File: config.mk
export PLATFORM = sky130hd
export DESIGN_NAME = fetch_decode_queue
export DESIGN_NICKNAME = d
export VERILOG_FILES = /design/src/rtl/fetch_pkg.sv /design/src/rtl/queue_ptr_ctrl.sv /design/src/rtl/fetch_decode_queue.sv
export SDC_FILE = /design/constraint.sdc
export NUM_CORES = 1
export LEC_CHECK = 0
export ABC_AREA = 1
export CORE_MARGIN = 2
export CORE_UTILIZATION = 45
export DETAILED_ROUTE_END_ITERATION = 6
export PLACE_DENSITY = 0.68
export SLEW_MARGIN = 10
export SYNTH_ARGS = -nofsm -noshare
export SYNTH_HDL_FRONTEND = slang
export SYNTH_HIERARCHICAL = 1
export SYNTH_SLANG_ARGS = --single-unit
File: constraint.sdc
create_clock -name clk -period 7.8 [get_ports clk]
set_input_delay 1.56 -clock clk [delete_from_list [all_inputs] [get_ports clk]]
set_output_delay 1.56 -clock clk [all_outputs]
set_load 0.005 [all_outputs]
File: src/rtl/fetch_pkg.sv
// Shared types for the fetch-to-decode queue.
//   fetch_pkt_t : one fetch packet (instr, pc, pc+4, predictor decision)
//   NOP_PKT     : all-zero packet. It is the decode-side bubble.
package fetch_pkg;
  // Packet field width. The queue's XLEN parameter must match this value.
  localparam int FETCH_XLEN = 32;

  typedef struct packed {
    logic [FETCH_XLEN-1:0] instr;
    logic [FETCH_XLEN-1:0] pc;
    logic [FETCH_XLEN-1:0] pc_plus4;
    logic                  b_predicted_taken;
  } fetch_pkt_t;

  localparam fetch_pkt_t NOP_PKT = '0;
endpackage

File: src/rtl/queue_ptr_ctrl.sv
// Pointer, occupancy and handshake control for the fetch queue.
//   in:  clk, rst_n (async active-low), flush, in_valid, out_ready
//   out: push and pop (qualified transfers), in_ready, out_valid, full, empty,
//        wr_ptr and rd_ptr (PTRW bits, wrap modulo DEPTH), count (PTRW+1 bits)
module queue_ptr_ctrl #(
  parameter  int DEPTH = 4,
  localparam int PTRW  = $clog2(DEPTH)
) (
  input  logic            clk,
  input  logic            rst_n,
  input  logic            flush,
  input  logic            in_valid,
  input  logic            out_ready,
  output logic            push,
  output logic            pop,
  output logic            in_ready,
  output logic            out_valid,
  output logic            full,
  output logic            empty,
  output logic [PTRW-1:0] wr_ptr,
  output logic [PTRW-1:0] rd_ptr,
  output logic [PTRW:0]   count
);
  logic [PTRW-1:0] wr_ptr_q, wr_ptr_d, rd_ptr_q, rd_ptr_d;
  logic [PTRW:0]   count_q, count_d;

  // full and empty come from count, so equal pointers are never ambiguous.
  // in_ready depends only on state, so outReady has no path to inReady.
  always_comb begin
    full      = (count_q == (PTRW+1)'(DEPTH));
    empty     = (count_q == '0);
    in_ready  = !full;
    out_valid = !empty;
    push      = in_valid && in_ready && !flush;
    pop       = out_valid && out_ready && !flush;
  end

  // DEPTH is a power of two, so a plain increment wraps DEPTH-1 -> 0.
  always_comb begin
    wr_ptr_d = wr_ptr_q;
    rd_ptr_d = rd_ptr_q;
    count_d  = count_q;
    if (flush) begin
      wr_ptr_d = '0;
      rd_ptr_d = '0;
      count_d  = '0;
    end else begin
      if (push) wr_ptr_d = wr_ptr_q + PTRW'(1);
      if (pop)  rd_ptr_d = rd_ptr_q + PTRW'(1);
      case ({push, pop})
        2'b10:   count_d = count_q + (PTRW+1)'(1);
        2'b01:   count_d = count_q - (PTRW+1)'(1);
        default: count_d = count_q;
      endcase
    end
  end

  always_ff @(posedge clk or negedge rst_n) begin
    if (!rst_n) begin
      wr_ptr_q <= '0;
      rd_ptr_q <= '0;
      count_q  <= '0;
    end else begin
      wr_ptr_q <= wr_ptr_d;
      rd_ptr_q <= rd_ptr_d;
      count_q  <= count_d;
    end
  end

  assign wr_ptr = wr_ptr_q;
  assign rd_ptr = rd_ptr_q;
  assign count  = count_q;

  a_no_overflow:  assert property (@(posedge clk) disable iff (!rst_n) !(push && full));
  a_no_underflow: assert property (@(posedge clk) disable iff (!rst_n) !(pop && empty));
endmodule

File: src/rtl/fetch_decode_queue.sv
// DEPTH-entry fetch-to-decode queue. It replaces the single IF/ID register.
//   fetch side : inValid/inReady handshake carrying instrF, pcF, pcPlus4F and bPredictedTakenF
//   decode side: outValid/outReady handshake. The head entry drives instrD, pcD,
//                pcPlus4D and bPredictedTakenD combinationally. It reads all-zero when empty.
//   control    : flush empties the queue in one cycle and overrides push/pop.
//   status     : count, full, empty
module fetch_decode_queue
  import fetch_pkg::*;
#(
  parameter  int XLEN  = 32,
  parameter  int DEPTH = 4,
  localparam int PTRW  = $clog2(DEPTH)
) (
  input  logic            clk,
  input  logic            rstN,
  input  logic            flush,
  input  logic            inValid,
  output logic            inReady,
  input  logic [XLEN-1:0] instrF,
  input  logic [XLEN-1:0] pcF,
  input  logic [XLEN-1:0] pcPlus4F,
  input  logic            bPredictedTakenF,
  output logic            outValid,
  input  logic            outReady,
  output logic [XLEN-1:0] instrD,
  output logic [XLEN-1:0] pcD,
  output logic [XLEN-1:0] pcPlus4D,
  output logic            bPredictedTakenD,
  output logic [PTRW:0]   count,
  output logic            full,
  output logic            empty
);
  logic            push, pop;
  logic [PTRW-1:0] wr_ptr, rd_ptr;
  fetch_pkt_t      wr_pkt, head;

  // Storage is not reset. Entries are only visible once count covers them.
  fetch_pkt_t mem_q [DEPTH];

  queue_ptr_ctrl #(.DEPTH(DEPTH)) u_ctrl (
    .clk       (clk),
    .rst_n     (rstN),
    .flush     (flush),
    .in_valid  (inValid),
    .out_ready (outReady),
    .push      (push),
    .pop       (pop),
    .in_ready  (inReady),
    .out_valid (outValid),
    .full      (full),
    .empty     (empty),
    .wr_ptr    (wr_ptr),
    .rd_ptr    (rd_ptr),
    .count     (count)
  );

  always_comb begin
    wr_pkt.instr             = instrF;
    wr_pkt.pc                = pcF;
    wr_pkt.pc_plus4          = pcPlus4F;
    wr_pkt.b_predicted_taken = bPredictedTakenF;
  end

  always_ff @(posedge clk) begin
    if (push) mem_q[wr_ptr] <= wr_pkt;
  end

  // The read side only looks at stored state, so there is no fall-through.
  // An empty queue presents the same bubble as a flushed pipeline register.
  always_comb begin
    head = empty ? NOP_PKT : mem_q[rd_ptr];
    instrD           = head.instr;
    pcD              = head.pc;
    pcPlus4D         = head.pc_plus4;
    bPredictedTakenD = head.b_predicted_taken;
  end

  a_head_hold: assert property (@(posedge clk) disable iff (!rstN)
    (outValid && !outReady && !flush) |=> (head == $past(head)));
endmodule
**Yosys cells after proc, flatten, opt, wreduce, memory -nomap -nowiden**

Memories as Yosys holds them, arrays and structs flattened.
Index checks and enable logic that the tools add are counted.

- $add $sub $neg: 4
- Equal/unequal tests: 3
- Mux-type cells: 9
- Reduce and logical (&&, ||, !) cells: 11

Operator list:

| cell | count |
|---|---|
| two-way mux 97 bit | 1 |
| two-way mux 2 bit | 4 |
| one-hot mux 3 bit (2 select lines) | 1 |
| adder 2 x 1 -> 2 bit, second input constant | 2 |
| logical AND 1 bit | 4 |
| nonzero test 2 bit | 2 |
| adder 3 x 1 -> 3 bit, second input constant | 1 |
| == test 3 bit, second input constant | 1 |
| logical NOT 1 bit | 3 |
| logical NOT 3 bit | 1 |
| two-way mux 3 bit | 1 |
| nonzero test 3 bit | 1 |
| subtractor 3 x 1 -> 3 bit, second input constant | 1 |
| == test 2 x 1 -> 1 bit, second input constant | 1 |
| == test 2 bit, second input constant | 1 |
| two-way mux 1 bit | 2 |

- Register bits after elaboration: 7
- Bits in writable memories: 388
- Input bits: 102
- Output and inout port bits: 104
- Word-level logic and storage cells: 31
- Memories kept: 1

Memory list:

| memory | words | bits a word | rd ports | clocked after Yosys merged registers in | write ports | line | source |
|---|---|---|---|---|---|---|---|
| mem_q | 4 | 97 | 1 | 0 | 1 | fetch_decode_queue.sv:38 | `fetch_pkt_t mem_q [DEPTH];` |

**Depth between registers and ports, before layout**

Gate-level depths: netlist of run 1.

- Word-level depth: 7
- Gate-level depth with buffers: 11
- Gate-level depth less buffers: 11

**Hierarchy**

Netlist of run 1, hierarchy kept.

By module, submodules not included:

| module | times used | cells an instance | area an instance (um^2) |
|---|---|---|---|
| fetch_decode_queue | 1 | 1539 | 16542.1 |
| queue_ptr_ctrl | 1 | 54 | 459.2 |

**Least setup slack after synthesis of run 1**

OpenSTA, ideal clock, no wires.

- Path kind: in2reg
- Start point: in inValid
- End point: mem mem_q[0][0] in the netlist's numbering (enable)
- Setup time: 672 ps
- Arrival: 8327 ps
- Path slack: -1199 ps
- Stages on the path: 4
- Cell sequence: nand2_4 -> nor2_1 -> inv_1 -> nor3_1

- Cells in the longest elaborated chain, start to end: 4

RTL lines:

| what | line | source |
|---|---|---|
| start: declaration | fetch_decode_queue.sv:17 | `input logic inValid,` |
| logical AND 1 bit (2 in series) | queue_ptr_ctrl.sv:34 | `push = in_valid && in_ready && !flush;` |
| net push | fetch_decode_queue.sv:33 | `logic push, pop;` |
| two-way mux 1 bit | fetch_decode_queue.sv:65 | `if (push) mem_q[wr_ptr] <= wr_pkt;` |
| two-way mux 1 bit (not written as such) | fetch_decode_queue.sv:65 |  |
| end: declaration | fetch_decode_queue.sv:38 |  |

The timed path passes the listed nets, and every way through them passes these cells.

**Worst setup path in the final report of run 1**

- Start point: reg u_ctrl.rd_ptr_q[0], in the netlist u_ctrl/rd_ptr[0]
- End point: out bPredictedTakenD

- Cells in the longest elaborated chain, start to end: 2

RTL lines:

| what | line | source |
|---|---|---|
| start: declaration | queue_ptr_ctrl.sv:24 | `logic [PTRW-1:0] wr_ptr_q, wr_ptr_d, rd_ptr_q, rd_ptr_d;` |
| start signal: assignment | queue_ptr_ctrl.sv:65 | `rd_ptr_q <= rd_ptr_d;` |
| memory read (4 x 97 bit) | - |  |
| two-way mux 97 bit | fetch_decode_queue.sv:71 | `head = empty ? NOP_PKT : mem_q[rd_ptr];` |
| end: declaration | fetch_decode_queue.sv:28 | `output logic bPredictedTakenD,` |

Every way passes these cells.

==> impl_metrics.toml, run 1 <==
[global_routing]
grt_pass1_vias = 11100
track_usage_pct = 19.2
grt_pass1_wl_mm = 58.0
gr-total-overflow = 0
grt_max_degree = 131
antenna_found_initial = 3

[power_and_ir_drop]
p_sw_share_pct = 25.6
p_int_mw = 3.84
p_seq_share_pct = 47.4
combPwrFrac_pct = 17.5
p_total_mw = 5.16
net-switching-power_mw = 1.32
p_clk_share_pct = 35.0
powerDensity_nw_per_um2 = 251
vdd_drop_max_mv = 0.213
p_leak_nw = 8.65

[sta]
hold_viol = 0
fin_ws_ps = 2190
timing.final.crit_share_pct = 71.9
finalSetupViolCount = 0
worstMarginPinSlew_ps = 1250
fmax_ghz = 0.178
skew_ps = 32.0
relSlewSlack_pct = 16.5
grt_setup_unrepaired = "no"
maxSlewViolCount = 0
whs_ps = 600
finalCriticalPeriod_ps = 5610

[cts]
numCtsBuffers = 42
clk_pin_slew_ps = 60
postCtsSetupBuffers = 0
ctsResizeCount = 0
clk_latency_ps = 560
cts_hold_buf = 0
cts_tree = "done"
htree_levels = 2
cts_sinks = 395
root_buffer = "clkbuf_16"
clockBufferDepth = 3

[yosys]
ys_seq_elements = 395
synth_commonest_cells = "inv_1 (399), nand2_1 (399), edfxtp_1 (388)"
syn-num-nets = 1696
ys_types = 26
synthArstFlopShare_pct = 1.77
syn_area_um2 = 17000
synth_top_area_share_pct = 68.5
yosysTopAreaCell = "edfxtp_1"
yosysSeqAreaShare_pct = 69.6
syn_inst = 1593
avgSynthCellArea_um2 = 10.7
synth-edff-count = 388
synth_ff_type = "edfxtp_1"
ys_top_cells_by_area = "edfxtp_1 (69%), inv_1 (8.8%), nand2_1 (8.8%)"
yosysWarnings = 6

[cells_and_area]
final_cells = 2324
area_growth_pct = 21.1
multiInputGateArea_um2 = 3200
drive_gt1_share_pct = 4.98
fillCellCount = 3129
nets = 1884
seqCellArea_um2 = 11800

[detailed_routing]
vias_per_cell = 4.75
postRouteWirelength_mm = 37.2
ant_nets = 0
dr.first_iter.drc_count = 557
wl_per_cell_um = 16.0
first_pass_iters = 5
drc_errors = 0
vias = 11100

[setup_path]
path_max_fanout = 130
required_ps = 6240
crit_path_start_kind = "flop"
crit_path_end_kind = "output port"
path_class = "flop to output port"
critPathArrivalTime_ps = 4050

[floorplan]
io_pins = 206
fp.dieH_um = 198
die_width_um = 198
core_region_area_um2 = 37400
placementRows = 71
dieArea_um2 = 39400
initial_core_util_pct = 45.5

[placement]
dp_cells = 2248
pre_cts_slack_ps = 2700
numPortBuffers = 205
dp_hpwl_mm = 20.3
gp_congestion = 0.716

[run_status]
outcome = "completed"

[min_path]
worstHoldPathType = "flop to flop"

[run]
drv_cap = 0
## state kept, by name, summed over array words and instances (netlist names)
register	flops
u_ctrl/count	3
mem_q	388
u_ctrl/rd_ptr	2
u_ctrl/wr_ptr	2
## final timing paths
kind | start | end | slack [ps] | depth (start not counted)
max | u_ctrl/rd_ptr[0] | bPredictedTakenD | 2190 | 6
min | u_ctrl/wr_ptr[1] | u_ctrl/wr_ptr[1] | 600 | 2
max reg2reg | u_ctrl/count[0] | mem_q[1][70] | 5400 | 7
min reg2reg | u_ctrl/wr_ptr[1] | u_ctrl/wr_ptr[1] | 600 | 2
max in group asynchronous | rstN | u_ctrl/rd_ptr[1] | 6210 | 1
min in group asynchronous | rstN | u_ctrl/wr_ptr[0] | 1270 | 1
## metrics by stage
stage               util, %  cell area (µm²)  TNS (ps)
finish                 55.1            20600         0
global placement       51.7            19300         0
floorplan                 -            17000   -465190
detailed placement     51.7            19300         0
CTS                    55.0            20600         0
global route           55.1            20600         0
## cell type report
| class | instances | area share, % |
|---|---|---|
| clock buffers | 56 | 5.41 |
| flip-flops and latches | 395 | 57.5 |
| well taps | 511 | 3.10 |
| repair buffers | 219 | 10.5 |
| clock inverters | 16 | 0.595 |
| multi-input cells | 720 | 15.5 |
| inverters | 403 | 7.38 |
| diodes | 4 | 0.0486 |
## power groups by stage
stage / combinational (mW) / clock (mW) / sequential, mW
final: 0.905 / 1.81 / 2.45
after CTS: 0.918 / 1.85 / 2.45
after floorplan: 0.473 / 0 / 2.47
after detailed placement: 0.911 / 0 / 2.49
after global routing: 0.998 / 1.93 / 2.46
after global placement: 0.899 / 0 / 2.49
## layer usage
layer  track usage [%]  part of all wire [%]  wire length (µm)
met5              1.40                 0.035                13
met4              6.38                   2.3               837
met3              4.09                   6.5              2420
met2              33.2                    49             18300
met1              24.0                    42             15600
## kinds of logic (layout without fill, tap and decap cells)
family | count (synthesis) | in the layout | share of synthesized area [%]
fa+ha+maj | 1 | 1 | 0.118
xor+xnor | 1 | 1 | 0.0515
flops | 395 | 395 | 69.6
buf+inv | 478 | 694 | 11.7
compound gates | 106 | 106 | 3.27
other cells | 0 | 4 | 0
simple gates | 612 | 612 | 15.3
## worst max-delay path, stage by stage, from the launching register on
cell	delay (ps)
dfrtp_4	1120
inv_6	560
buf_4	580
nand2_1	160
nand3_1	80
a21oi_1	340
clkdlybuf4s50_1	590
## layout by cell type, fill, tap and decap left out, types with 2 or more instances in the layout
master	Yosys	layout
nor2_1	3	3
a21oi_4	2	2
inv_6	0	3
dfrtp_1	7	5
clkinv_1	0	5
clkinv_2	1	7
clkbuf_1	10	13
edfxtp_1	388	388
dfrtp_4	0	2
clkinvlp_4	0	2
a21oi_1	100	100
buf_4	9	14
nand2_2	4	4
clkbuf_16	0	42
nand3_1	197	197
inv_1	399	398
o21ai_0	3	3
nand2_1	399	399
inv_2	3	2
diode_2	0	4
clkdlybuf4s50_1	0	205
nor3_2	0	4
Power figures use the tool's default switching activity.
==> inputs of run 2 (changes only) <==
Settings changed: PLACE_DENSITY 0.68 to 0.66.
Clock period 7.8 ns to 5.7 ns, I/O delays scaled along.
==> run 2 against run 1 <==
Final cell count increased by 0.30%; worst hold slack improved by 1.2 ps; sequential share of layout area decreased by 0.52 points; first-iteration DRC count increased by 17%; sequential power increased by 36%; final area increased by 0.91%; combinational power increased by 39%; flip-flop and latch count unchanged; non-clock buffer count increased by 4.
==> impl_metrics.toml, run 2 (synthesis gave the netlist of run 1 again) <==
[detailed_routing]
drc_errors = 0
vias_per_cell = 4.76
wl_per_cell_um = 16.3
first_pass_iters = 7
postRouteWirelength_mm = 38.0
dr.first_iter.drc_count = 654
vias = 11100
ant_nets = 0

[cts]
clk_pin_slew_ps = 60
cts_tree = "done"
numCtsBuffers = 42
clk_latency_ps = 530
postCtsSetupBuffers = 0
cts_hold_buf = 0
root_buffer = "clkbuf_16"
cts_sinks = 395
htree_levels = 2
clockBufferDepth = 3
ctsResizeCount = 0

[global_routing]
grt_pass1_vias = 11000
grt_pass1_wl_mm = 59.1
grt_max_degree = 151
antenna_found_initial = 2
track_usage_pct = 19.5
gr-total-overflow = 0

[cells_and_area]
area_growth_pct = 22.2
drive_gt1_share_pct = 5.83
seqCellArea_um2 = 11800
most-common-layout-cells = "nand2_1 (399), inv_1 (398), edfxtp_1 (388), clkdlybuf4s50_1 (205), nand3_1 (197)"
final_common_cell = "nand2_1"
largest_register_ffs = 388
multiInputGateArea_um2 = 3200
largest-register = "mem_q"
fillCellCount = 3120
nets = 1888

[floorplan]
core_region_area_um2 = 37400
io_pins = 206
dieArea_um2 = 39400
placementRows = 71
initial_core_util_pct = 45.5
die_width_um = 198
fp.dieH_um = 198

[setup_path]
path_buf_inv = 3
required_ps = 4560
path_cells = "inv_6, buf_4, nand2_1, nand3_1, a21oi_1, clkdlybuf4s50_1"
critPathArrivalTime_ps = 3420
path_class = "flop to output port"
crit_path_start_kind = "flop"
r2r_slack_ps = 3330
cp_slowest_cell = "inv_6"
r2r_end = "mem_q[3][61]"
worstRegToRegCells = 7
r2r_start = "u_ctrl/count[0]"
path_max_fanout = 150
crit_path_end_kind = "output port"
cp_top_family = "buffers and inverters"
slowest_delay_ps = 840

[placement]
gp_congestion = 0.755
numPortBuffers = 205
dp_hpwl_mm = 21.2

[sta]
hold_viol = 0
relSlewSlack_pct = 18.4
grt_setup_unrepaired = "no"
whs_ps = 601
timing.final.crit_share_pct = 80.0
finalCriticalPeriod_ps = 4560
worstMarginPinSlew_ps = 1220
maxSlewViolCount = 0
skew_ps = 11.1
finalSetupViolCount = 0
fmax_ghz = 0.219

[power_and_ir_drop]
p_total_mw = 7.28
vdd_drop_max_mv = 0.313
powerDensity_nw_per_um2 = 350
p_leak_nw = 8.77

[min_path]
hold_end = "u_ctrl/wr_ptr[1]"
worstHoldPathType = "flop to flop"
worstHoldStart = "u_ctrl/wr_ptr[1]"
worst_hold_path.num_cells = 2

[run]
drv_cap = 0

[run_status]
outcome = "completed"
run 2: per-layer routing:
| layer | wire length [µm] | track usage [%] |
|---|---|---|
| met5 | 13 | 0 |
| met4 | 825 | 5.46 |
| met3 | 2270 | 3.80 |
| met2 | 18300 | 33.1 |
| met1 | 16500 | 25.5 |
run 2: stage by stage:
step / instance area, µm² / setup TNS (ps) / setup WS, ps / utilization [%] / std cells
3_5_place_dp: 19400 / 0 / 1700 / 51.9 / 2252
2_1_floorplan: 17000 / -1117030 / -2880 / - / 1593
6_report: 20800 / 0 / 1140 / 55.6 / 2331
5_1_grt: 20800 / 0 / 909 / 55.6 / 2329
3_3_place_gp: 19400 / 0 / 1730 / 51.9 / 2252
4_1_cts: 20800 / 0 / 1110 / 55.6 / 2329
run 2: report_power, final:
part / switching [mW] / internal [mW]
Combinational: 0.696 / 0.561
Sequential: 0.0515 / 3.28
Clock: 1.08 / 1.60
run 2: tightest hold or removal path: cells and delay by family (launching register included):
kind | cells | cell delay (ps)
flip-flops | 1 | 420
buffers and inverters | 1 | 90
AO/OA/AOI/OAI | 1 | 60
run 2: cell type report:
class                      count  area share, %
multi-input combinational    720           15.4
sequential                   395           56.9
tap                          511           3.08
clock buffer                  57           5.92
clock inverter                20          0.741
inverter                     403           7.31
timing repair buffer         223           10.6
antenna                        2         0.0241
run 2: worst max path at each step:
stage,start,endpoint,cells past startpoint
after floorplan,inValid,mem_q[0][0],4
after global placement,u_ctrl/rd_ptr[0],pcD[10],6
after detailed placement,u_ctrl/rd_ptr[0],pcD[2],6
after CTS,u_ctrl/rd_ptr[0],pcD[2],6
after global routing,u_ctrl/rd_ptr[0],pcPlus4D[29],6
final,u_ctrl/rd_ptr[0],instrD[6],6
==> inputs of run 3 (changes only) <==
Settings changed: PLACE_DENSITY 0.66 to 0.68.
Clock period 5.7 ns to 3.8 ns, I/O delays scaled along.
==> run 3 against run 2 <==
Critical path depth unchanged; highest routed layer unchanged; register-to-register slack worse by 1700 ps; global-route usage down 0.61 points; non-clock buffer count up 3; clock power up 44%; count of clock-buffer cells in the layout unchanged.
==> impl_metrics.toml, run 3 (synthesis gave the netlist of run 1 again) <==
[run]
drv_cap = 0

[cells_and_area]
drive_gt1_share_pct = 5.39
most-common-layout-cells = "nand2_1 (399), inv_1 (398), edfxtp_1 (388), clkdlybuf4s50_1 (205), nand3_1 (197)"
nets = 1890
area_growth_pct = 22.9
largest-register = "mem_q"
final_common_cell = "nand2_1"
largest_register_ffs = 388

[floorplan]
dieArea_um2 = 39400
fp.dieH_um = 198
placementRows = 71
initial_core_util_pct = 45.5
die_width_um = 198
core_region_area_um2 = 37400
io_pins = 206

[power_and_ir_drop]
p_total_mw = 10.8
vdd_drop_max_mv = 0.376
powerDensity_nw_per_um2 = 518
p_leak_nw = 8.79

[setup_path]
crit_path_end = "instrD[29]"
r2r_slack_ps = 1610
crit_path_start_kind = "flop"
cp_slowest_cell = "dfrtp_4"
path_max_fanout = 153
worstRegToRegCells = 7
path_cells = "buf_16, buf_4, nand2_1, nand3_1, a21oi_1, clkdlybuf4s50_1"
r2r_start = "u_ctrl/count[0]"
crit_path_end_kind = "output port"
path_class = "flop to output port"
critPathLaunch = "u_ctrl/rd_ptr[0]"
r2r_end = "mem_q[1][84]"
required_ps = 3040
critPathArrivalTime_ps = 2880
slowest_delay_ps = 580

[cts]
cts_tree = "done"
postCtsSetupBuffers = 0
ctsResizeCount = 0
htree_levels = 2
root_buffer = "clkbuf_16"
clockBufferDepth = 3
cts_sinks = 395
clk_latency_ps = 530
cts_hold_buf = 0
clk_pin_slew_ps = 60
numCtsBuffers = 41

[sta]
relSlewSlack_pct = 47.9
skew_ps = 13.1
grt_setup_unrepaired = "no"
tns_ps = 0
maxSlewViolCount = 0
fmax_ghz = 0.275
finalSetupViolCount = 0
worstMarginPinSlew_ps = 781
hold_viol = 0
finalCriticalPeriod_ps = 3640
timing.final.crit_share_pct = 95.8

[detailed_routing]
postRouteWirelength_mm = 36.7
vias = 11100
drc_errors = 0
wl_per_cell_um = 15.8
first_pass_iters = 5
dr.first_iter.drc_count = 587
vias_per_cell = 4.76
ant_nets = 0

[global_routing]
grt_pass1_vias = 11000
grt_max_degree = 154
track_usage_pct = 18.8
gr-total-overflow = 0
grt_pass1_wl_mm = 57.4
antenna_found_initial = 2

[min_path]
worstHoldPathType = "input pin to async pin"

[placement]
dp_hpwl_mm = 20.6
numPortBuffers = 205
gp_congestion = 0.766

[run_status]
outcome = "completed"
==> run 3: cell count changes in the layout (fill, tap and decap cells not counted), moves of 2 or more <==
cell and delta:
buf_12 +10, buf_4 -8, clkbuf_1 +7, clkbuf_8 -5, clkinv_2 -5, nor3_2 -4
nor3_4 +4, clkbuf_16 -2
==> run 3: how the worst min path moves through the flow <==
stage                    startpoint                to  slack, ps
floorplan                      rstN   u_ctrl/count[0]        460
global placement    u_ctrl/count[2]   u_ctrl/count[2]        630
detailed placement  u_ctrl/count[2]   u_ctrl/count[2]        620
global route                   rstN  u_ctrl/rd_ptr[0]        530
finish                         rstN  u_ctrl/rd_ptr[0]        510
CTS                            rstN   u_ctrl/count[2]        500
==> run 3: through the flow <==
stage	std cells	utilization [%]	worst slack [ps]	hold WS, ps	instance area [µm²]
after floorplan	1593	-	-1440	456	17000
after detailed placement	2255	52.4	696	625	19600
after CTS	2329	55.8	117	501	20900
after global routing	2329	55.8	3.99	526	20900
after global placement	2255	52.4	750	625	19600
final	2330	55.8	160	514	20900
==> run 3: per-layer routing <==
metal / part of all wire [%] / global-route usage [%] / vias to the layer above / routed length, µm
li1: - / - / 5440 / -
met1: 43 / 24.7 / 5258 / 15900
met2: 48 / 31.8 / 335 / 17700
met3: 6.6 / 3.97 / 49 / 2430
met4: 1.8 / 5.21 / 2 / 665
met5: 0.027 / 0 / - / 10
==> run 3: final cells by class <==
type	count	area [µm²]
Inverter	403	1520
Clock buffer	57	1140
Timing Repair Buffer	226	2370
Fill cell	3057	16500
Clock inverter	17	160
Sequential cell	395	11800
Tap cell	511	639
Multi-Input combinational cell	720	3220
Antenna cell	1	2.50
==> run 3: worst max-delay path, delay by kind of cell, from the launching register on <==
family / cells / cell delay [ps]
AND/OR/NAND/NOR: 2 / 200
buffers and inverters: 3 / 1340
AO/OA/AOI/OAI: 1 / 70
flip-flops: 1 / 580
==> run 3: where the power goes <==
group | switching [mW] | internal, mW | leakage [nW]
combinational | 1.08 | 0.891 | 4.54
clock | 1.57 | 2.30 | 0.637
sequential | 0.0525 | 4.92 | 3.61
total | 2.70 | 8.11 | 8.79
